## src/rtl/issue_select_if.sv

```systemverilog
// Dispatch and issue-slot signal bundle for issue_select_ctrl.
// Handshake: a dispatch fires on any rising edge where dis_valid & dis_ready are both high; dis_slot names the slot written.
interface issue_select_if #(
    parameter int NUM_SLOTS = 8
);
    logic                 dis_valid;
    logic                 dis_ready;
    logic [NUM_SLOTS-1:0] dis_slot;
    logic [NUM_SLOTS-1:0] slot_request;
    logic [NUM_SLOTS-1:0] slot_grant;
    logic                 grant_valid;
    logic [NUM_SLOTS-1:0] slot_clear;

    modport master (
        output dis_valid,
        output slot_request,
        input  dis_ready,
        input  dis_slot,
        input  slot_grant,
        input  grant_valid,
        input  slot_clear
    );

    modport slave (
        input  dis_valid,
        input  slot_request,
        output dis_ready,
        output dis_slot,
        output slot_grant,
        output grant_valid,
        output slot_clear
    );
endinterface

```

## src/rtl/issue_select_ctrl.sv

```systemverilog
// Issue-slot scheduler: allocates the lowest free slot on dispatch and grants
// the oldest occupied requester each cycle using an age matrix.
module issue_select_ctrl #(
    parameter int NUM_SLOTS = 8,
    parameter int CNT_W     = $clog2(NUM_SLOTS + 1)
) (
    input  logic             clk,
    input  logic             reset,
    issue_select_if.slave    bus,
    input  logic             fu_stall,
    input  logic             flush,
    output logic [CNT_W-1:0] occ_count,
    output logic             full,
    output logic             empty
);

    logic [NUM_SLOTS-1:0]                occupied;
    logic [NUM_SLOTS-1:0][NUM_SLOTS-1:0] age;       // age[i][j]: slot i older than slot j
    logic [NUM_SLOTS-1:0]                occupied_n;
    logic [NUM_SLOTS-1:0][NUM_SLOTS-1:0] age_n;
    logic [CNT_W-1:0]                    occ_count_n;

    logic [NUM_SLOTS-1:0] elig;
    logic [NUM_SLOTS-1:0] blocked;
    logic [NUM_SLOTS-1:0] winner;
    logic [NUM_SLOTS-1:0] free_sel;
    logic [NUM_SLOTS-1:0] survivors;
    logic                 any_free;
    logic                 fire;

    assign elig = bus.slot_request & occupied;

    // A slot loses if any other eligible slot is older than it.
    always_comb begin
        blocked = '0;
        for (int i = 0; i < NUM_SLOTS; i++) begin
            for (int j = 0; j < NUM_SLOTS; j++) begin
                if (elig[j] && age[j][i]) begin
                    blocked[i] = 1'b1;
                end
            end
        end
        winner = elig & ~blocked;
    end

    always_comb begin
        free_sel = '0;
        for (int i = NUM_SLOTS - 1; i >= 0; i--) begin
            if (!occupied[i]) begin
                free_sel    = '0;
                free_sel[i] = 1'b1;
            end
        end
    end

    assign any_free        = |(~occupied);
    assign bus.dis_ready   = any_free && !flush;
    assign bus.dis_slot    = bus.dis_ready ? free_sel : '0;
    assign fire            = bus.dis_valid && bus.dis_ready;
    assign bus.slot_grant  = (fu_stall || flush) ? '0 : winner;
    assign bus.grant_valid = |bus.slot_grant;
    assign bus.slot_clear  = flush ? occupied : bus.slot_grant;
    assign survivors       = occupied & ~bus.slot_grant;

    // A newly allocated slot is younger than every slot that survives this edge.
    always_comb begin
        occupied_n  = survivors | (fire ? bus.dis_slot : '0);
        occ_count_n = occ_count + CNT_W'(fire) - CNT_W'(bus.grant_valid);
        age_n       = '0;
        for (int i = 0; i < NUM_SLOTS; i++) begin
            for (int j = 0; j < NUM_SLOTS; j++) begin
                age_n[i][j] = age[i][j] && !bus.slot_grant[i] && !bus.slot_grant[j];
                if (fire && bus.dis_slot[j] && survivors[i]) begin
                    age_n[i][j] = 1'b1;
                end
                if (fire && bus.dis_slot[i]) begin
                    age_n[i][j] = 1'b0;
                end
            end
        end
    end

    always_ff @(posedge clk or posedge reset) begin
        if (reset) begin
            occupied  <= '0;
            age       <= '0;
            occ_count <= '0;
        end else if (flush) begin
            occupied  <= '0;
            age       <= '0;
            occ_count <= '0;
        end else begin
            occupied  <= occupied_n;
            age       <= age_n;
            occ_count <= occ_count_n;
        end
    end

    assign full  = (occ_count == CNT_W'(NUM_SLOTS));
    assign empty = (occ_count == '0);

endmodule

```

## src/flat_wrapper.sv

```systemverilog
// flat-port wrapper written by rule: the top's interface ports become plain ports
module issue_select_ctrl_flat 
#(
    parameter int NUM_SLOTS = 8,
    parameter int CNT_W     = $clog2(NUM_SLOTS + 1)
)
  (clk, reset, fu_stall, flush, occ_count, full, empty, bus_dis_valid, bus_slot_request, bus_dis_ready, bus_dis_slot, bus_slot_grant, bus_grant_valid, bus_slot_clear);
  issue_select_if #(.NUM_SLOTS(NUM_SLOTS)) bus_i ();
  input  logic clk;
  input  logic reset;
  input  logic fu_stall;
  input  logic flush;
  output logic [CNT_W-1:0] occ_count;
  output logic full;
  output logic empty;
  input wire logic [$bits(bus_i.dis_valid)-1:0] bus_dis_valid;
  input wire logic [$bits(bus_i.slot_request)-1:0] bus_slot_request;
  output wire logic [$bits(bus_i.dis_ready)-1:0] bus_dis_ready;
  output wire logic [$bits(bus_i.dis_slot)-1:0] bus_dis_slot;
  output wire logic [$bits(bus_i.slot_grant)-1:0] bus_slot_grant;
  output wire logic [$bits(bus_i.grant_valid)-1:0] bus_grant_valid;
  output wire logic [$bits(bus_i.slot_clear)-1:0] bus_slot_clear;
  assign bus_i.dis_valid = bus_dis_valid;
  assign bus_i.slot_request = bus_slot_request;
  assign bus_dis_ready = bus_i.dis_ready;
  assign bus_dis_slot = bus_i.dis_slot;
  assign bus_slot_grant = bus_i.slot_grant;
  assign bus_grant_valid = bus_i.grant_valid;
  assign bus_slot_clear = bus_i.slot_clear;
  issue_select_ctrl #(.NUM_SLOTS(NUM_SLOTS), .CNT_W(CNT_W)) u_core (.clk(clk), .reset(reset), .bus(bus_i), .fu_stall(fu_stall), .flush(flush), .occ_count(occ_count), .full(full), .empty(empty));
endmodule
```

## config.mk

```make
export PLATFORM = sky130hd
export DESIGN_NAME = issue_select_ctrl_flat
export DESIGN_NICKNAME = d
export VERILOG_FILES = /design/src/rtl/issue_select_if.sv /design/src/rtl/issue_select_ctrl.sv /design/src/flat_wrapper.sv
export SDC_FILE = /design/constraint.sdc
export NUM_CORES = 1
export LEC_CHECK = 0
export ABC_CLOCK_PERIOD_IN_PS = 3200
export BUFFER_PORTS_ARGS = -buffer_cell sky130_fd_sc_hd__buf_2
export CAP_MARGIN = 20
export CORE_MARGIN = 2
export CORE_UTILIZATION = 52
export CTS_CLUSTER_SIZE = 16
export DETAILED_ROUTE_END_ITERATION = 16
export PLACE_DENSITY = 0.75
export SLEW_MARGIN = 20
export SYNTH_ARGS = -nofsm -noshare
export SYNTH_HDL_FRONTEND = slang
export SYNTH_SLANG_ARGS = --single-unit
```

## constraint.sdc

```tcl
create_clock -name clk -period 3.2 [get_ports clk]
set_clock_uncertainty 0.2 [all_clocks]
set_input_delay 0.48 -clock clk [delete_from_list [all_inputs] [get_ports clk]]
set_output_delay 0.48 -clock clk [all_outputs]
set_load 0.1 [all_outputs]
```

# Word-level counts from Yosys, hierarchy flattened
# Index checks and enable logic that the tools add are counted.
[totals]
regBits = 76
output_inout_bits = 32
in_bits = 13
elab_cells = 506
[classes]
reduce_logical = 279
n_mux = 207
bitwise = 7
eq_ne = 1
n_addsub = 2
[ops]
columns = ["op", "count"]
rows = [
  ["1-bit logical AND", 266],
  ["1-bit 2-to-1 mux", 192],
  ["8-bit 2-to-1 mux", 13],
  ["64-bit 2-to-1 mux", 1],
  ["8-bit AND", 3],
  ["8-bit NOT", 3],
  ["8-bit OR reduction", 2],
  ["1-bit logical NOT", 9],
  ["8-bit OR", 1],
  ["4-bit by 1-bit adder with 4-bit output", 1],
  ["4-bit == test, second input constant", 1],
  ["4-bit logical NOT", 1],
  ["4-bit 2-to-1 mux", 1],
  ["4-bit by 1-bit subtractor with 4-bit output", 1],
  ["1-bit logical OR", 1],
]

# Logic depth before layout (Yosys ltp)
[depth]
word_depth = 19
ltp_mapped = 15

# Worst setup path before layout
# Ideal clock, no wire load.
[synth_timing]
path_kind = "reg2reg"
from = "reg u_core.occupied[0]"
to = "reg u_core.age[24] (netlist name)"
path_slack_ps = -1959
stages_incl_launch_ff = 9
arrival_ps = 4837
required_time_ps = 2878
cell_sequence = "dfrtp_1 > buf_2 > buf_2 > nand2_1 > nor4b_1 > and2_1 > buf_2 > nor3_1 > a32o_1"
[synth_via]
elab_cells_between_ends = 40
cone_classes = "mux: 22; bitwise: 6; reduce/logical: 12"
[synth_rtl]
columns = ["element", "line", "rtl"]
rows = [
  ["start, declared", "issue_select_ctrl.sv:17", "logic [NUM_SLOTS-1:0] occupied;"],
  ["start signal, assigned", "issue_select_ctrl.sv:93", "occupied <= occupied_n;"],
  ["8-bit NOT", "issue_select_ctrl.sv:56", "assign any_free = |(~occupied);"],
  ["8-bit OR reduction", "issue_select_ctrl.sv:56", ""],
  ["1-bit logical AND", "issue_select_ctrl.sv:57", "assign bus.dis_ready = any_free && !flush;"],
  ["8-bit 2-to-1 mux *", "issue_select_ctrl.sv:58", "assign bus.dis_slot = bus.dis_ready ? free_sel : '0;"],
  ["net bus_dis_slot[3]", "flat_wrapper.sv:19", "output wire logic [$bits(bus_i.dis_slot)-1:0] bus_dis_slot;"],
  ["1-bit logical AND *", "issue_select_ctrl.sv:76", "if (fire && bus.dis_slot[i]) begin"],
  ["1-bit 2-to-1 mux *", "issue_select_ctrl.sv:76", ""],
  ["64-bit 2-to-1 mux *", "issue_select_ctrl.sv:88", "end else if (flush) begin"],
  ["end signal, assigned", "issue_select_ctrl.sv:94", "age <= age_n;"],
  ["end, declared", "issue_select_ctrl.sv:18", "logic [NUM_SLOTS-1:0][NUM_SLOTS-1:0] age;"],
]
# The timed path passes the listed nets; every way through them passes the cells marked *.

# Worst setup path in the final report
[layout_timing]
from = "reg u_core.occupied[5]"
to = "out bus_grant_valid"
[layout_via]
elab_chain_cells = 9
elab_cells_between_ends = 37
cone_classes = "mux: 25; bitwise: 3; reduce/logical: 9"
[layout_rtl]
columns = ["element", "line", "rtl"]
rows = [
  ["8-bit AND *", "issue_select_ctrl.sv:31", "assign elig = bus.slot_request & occupied;"],
  ["1-bit logical AND", "issue_select_ctrl.sv:38", "if (elig[j] && age[j][i]) begin"],
  ["1-bit 2-to-1 mux (3 in a row)", "issue_select_ctrl.sv:38", ""],
  ["8-bit NOT", "issue_select_ctrl.sv:43", "winner = elig & ~blocked;"],
  ["8-bit AND *", "issue_select_ctrl.sv:43", ""],
  ["8-bit 2-to-1 mux *", "issue_select_ctrl.sv:60", "assign bus.slot_grant = (fu_stall || flush) ? '0 : winner;"],
  ["8-bit OR reduction *", "issue_select_ctrl.sv:61", "assign bus.grant_valid = |bus.slot_grant;"],
  ["end, declared", "flat_wrapper.sv:21", "output wire logic [$bits(bus_i.grant_valid)-1:0] bus_grant_valid;"],
]
# Mark *: on every way between the ends. The rest lies on a longest branch, timed or not.

==> summary.txt <==
GRT
  – Vias in the first global route: ~3800
  – Largest net degree at the start of global routing: 34
  – Grt ovf: 0
  – First-pass GRT wire length: between 20000 and 25000 µm
  – GRT Resource Usage Total: 0.3282
  – Initial antenna violation count: 0

Setup path
  – Worst reg2reg endpoint: u_core.occ_count[3]
  – Largest fanout on the critical path: 10
  – Critical path data required time: approximately 2.5 ns
  – CP arrival: 2.40 ns
  – WS Path Type: reg2out
  – Worst r2r path cells: 12
  – Reg2reg start: u_core.occupied[5]
  – R2r setup slk: 0.14 ns
  – CP Capture Type: primary output
  – Setup crit start kind: register

Status
  – Status: completed

Clocking
  – Setup Buffers After CTS: 0
  – Clock transition at path regs: around 0.080 ns
  – # clock sinks: 76
  – Clock buffers created by TritonCTS: 9
  – Latest clock arrival within the worst-skew pair: 0.36 ns
  – TritonCTS clock tree: yes
  – Clock buffer depth: 2
  – Clk Tree Root Cell: clkbuf_8
  – CTS H-tree lvls: 3

Detailed routing
  – DRC Markers: 0
  – Vias: between 3000 and 4000
  – DR WL/cell: ~23 µm
  – Final ANT Viol Nets: 0
  – Final WL: 12880 µm
  – Initial DRC Count: 611
  – TritonRoute pass-1 iters: 5
  – Avg Vias per Cell: around 6.6

Floorplanning
  – Row cnt: 31
  – Die Wd: 90.74 µm
  – I/O pins: 45
  – Die area: 8234 µm²
  – Initial core utilization: 0.5394
  – Die Span Y: roughly 91 µm
  – Core Region: 7253 µm²

Flow run
  – Max-Cap Viols: 0

Placement
  – Gpl congestion: 0.9566
  – DP HPWL: around 9100 µm
  – Port Buffers: 44
  – Post-DP Area: between 4000 and 5000 µm²
  – Placed cell count: 546

STA
  – Relative slew slack: 0.3602
  – Crit share post-route: 0.9620
  – Fin. Hold Viols: 0
  – Final period demand of the worst path: a little over 3 ns
  – RSZ-0062 raised after global routing: no
  – Fmax: between 300 and 400 MHz
  – Fin. max-slew vios: 0
  – Finish-stage setup viols: 0
  – Tightest Pin Transition: 0.9523 ns
  – Final TNS setup: 0 ns

Hold path
  – Hold endpoint: u_core.occupied[0]
  – Hold Crit Class: in2reg
  – Hold path depth: 3
  – Hold_sp: bus_dis_valid

Pwr
  – Pwr/cell area: 432.3 nW/µm²
  – Clock power frac: 0.342
  – Highest ir drop seen on vdd: 236.3 µV
  – Sw Pwr: ~0.7 mW
  – Net Sw Frac: 0.3284
  – Comb power frac: 0.194
  – Internal: approximately 1.4 mW
  – Leak: 2.265 nW
  – Final Total Pwr: 2.118 mW
  – Seq pwr share: 0.464

Synth
  – Gate Count Post-Synth: 408
  – Count of different cell masters after synthesis: 35
  – Ranking of synthesized cells by area: dfrtp_1 49%, a32o_1 13%, nand3_1 8.4%
  – Synth top area share: 0.4861
  – Sequential area share after synthesis: 0.4861
  – Syn_area_per_cell: 9.589 µm²
  – Post-synth EDFFs: 0
  – Synth Register Bits: 76
  – Largest area contributor in the netlist: dfrtp_1
  – Top_reg_cell synth: dfrtp_1
  – Syn_nets: 428
  – Async S/R FF share, synth: 1.000
  – Synth Cell Area: 3913 µm²
  – Syn. warnings: 0

Final layout
  – Antenna diodes: 0
  – Final Util: 0.6753
  – P&R area growth vs syn: 25.20%
  – Non-Filler Instances: 562
  – Commonest cells after routing, fill and taps aside: 72 x dfrtp_1, 62 x nand3_1, 49 x a32o_1, 38 x buf_4, 27 x buf_2
  – Design area: 4898 µm²
  – NumNets Final: 479
  – Share of cells above drive strength 1: 0.2765
  – Commonest non-fill, non-tap cell in the layout: dfrtp_1
==> registers in the layout (all words and copies together) (netlist names) <==
signal,count
u_core.age,64
u_core.occ_count,4
u_core.occupied,8
==> cell families (layout without fill, tap and decap cells) <==
group                    after synthesis  count (layout)  synth area share
AO/OA/AOI/OAI                         68              68            0.1561
XOR/XNOR                               2               2          0.004478
adder cells (fa/ha/maj)                7               7           0.02430
buffers and inverters                 61             116           0.06843
flip-flops                            76              76            0.4861
AND/OR/NAND/NOR                      194             194            0.2606
==> layout make-up <==
class / count / area (µm²)
Clock inverter: 6 / 66.31
Clock buffer: 9 / 123.9
Timing Repair Buffer: 83 / 770.7
Fill cell: 574 / 2355
Sequential cell: 76 / 1907
Multi-Input combinational cell: 271 / 1827
Tap cell: 99 / 123.9
Inverter: 18 / 80.08
==> cell usage after synthesis, types with 4 or more instances <==
master	n
ha_1	6
a22o_1	4
nor3_1	19
or3_1	8
a21oi_1	10
and2_1	15
nor2_1	27
nand4_1	11
buf_2	11
inv_1	17
dfrtp_1	76
nand2_1	21
nor3_2	4
nand3_1	66
clkbuf_1	27
and3_1	9
a32o_1	49
==> worst max-delay path, stage by stage (launching register included) <==
cell and delay, ns:
dfrtp_1 0.54, nand3_1 0.18, nand4_1 0.18, or4_1 0.45, and2_1 0.20, nand4_1 0.17, buf_4 0.15, buf_12 0.16
==> through the flow <==
| stage | hold WS (ns) | worst slack, ns |
|---|---|---|
| after floorplan | 0.2435 | -1.246 |
| after global placement | 0.2669 | 0.05372 |
| after detailed placement | 0.2702 | -0.05248 |
| after CTS | 0.1954 | 0.1112 |
| after global routing | 0.2019 | 0.006142 |
| final | 0.1993 | 0.1217 |
==> worst max path at each step <==
stage,startpoint,endpoint,cells after the start
after floorplan,bus_slot_request[1],u_core.occ_count[1],13
after global placement,fu_stall,u_core.occ_count[1],12
after detailed placement,fu_stall,u_core.occ_count[3],14
after CTS,u_core.occupied[3],bus_dis_slot[1],5
after global routing,u_core.occupied[6],u_core.occ_count[3],12
final,u_core.occupied[5],bus_grant_valid,7
==> metal layers <==
metal	share of wire	track usage	vias up
met5	0	0	-
met4	0.032	0.1205	0
met3	0.12	0.09933	38
met2	0.45	0.4863	290
met1	0.40	0.4555	1792
li1	-	-	1596
==> timing repair <==
item	4_1_cts	5_1_grt
endpoints found under the setup margin	3	8
hold buffers	1	0
endpoints found under the hold margin	22	0
pin swaps	0	0
gates resized for setup	1	5
==> power by group through the flow <==
stage | sequential [mW] | combinational, mW | clock, mW
floorplan | 1.07 | 0.262 | 0
global placement | 1.00 | 0.402 | 0
detailed placement | 1.00 | 0.409 | 0
CTS | 0.982 | 0.410 | 0.734
global route | 0.985 | 0.437 | 0.772
finish | 0.983 | 0.411 | 0.724
Power figures use the tool's default switching activity.
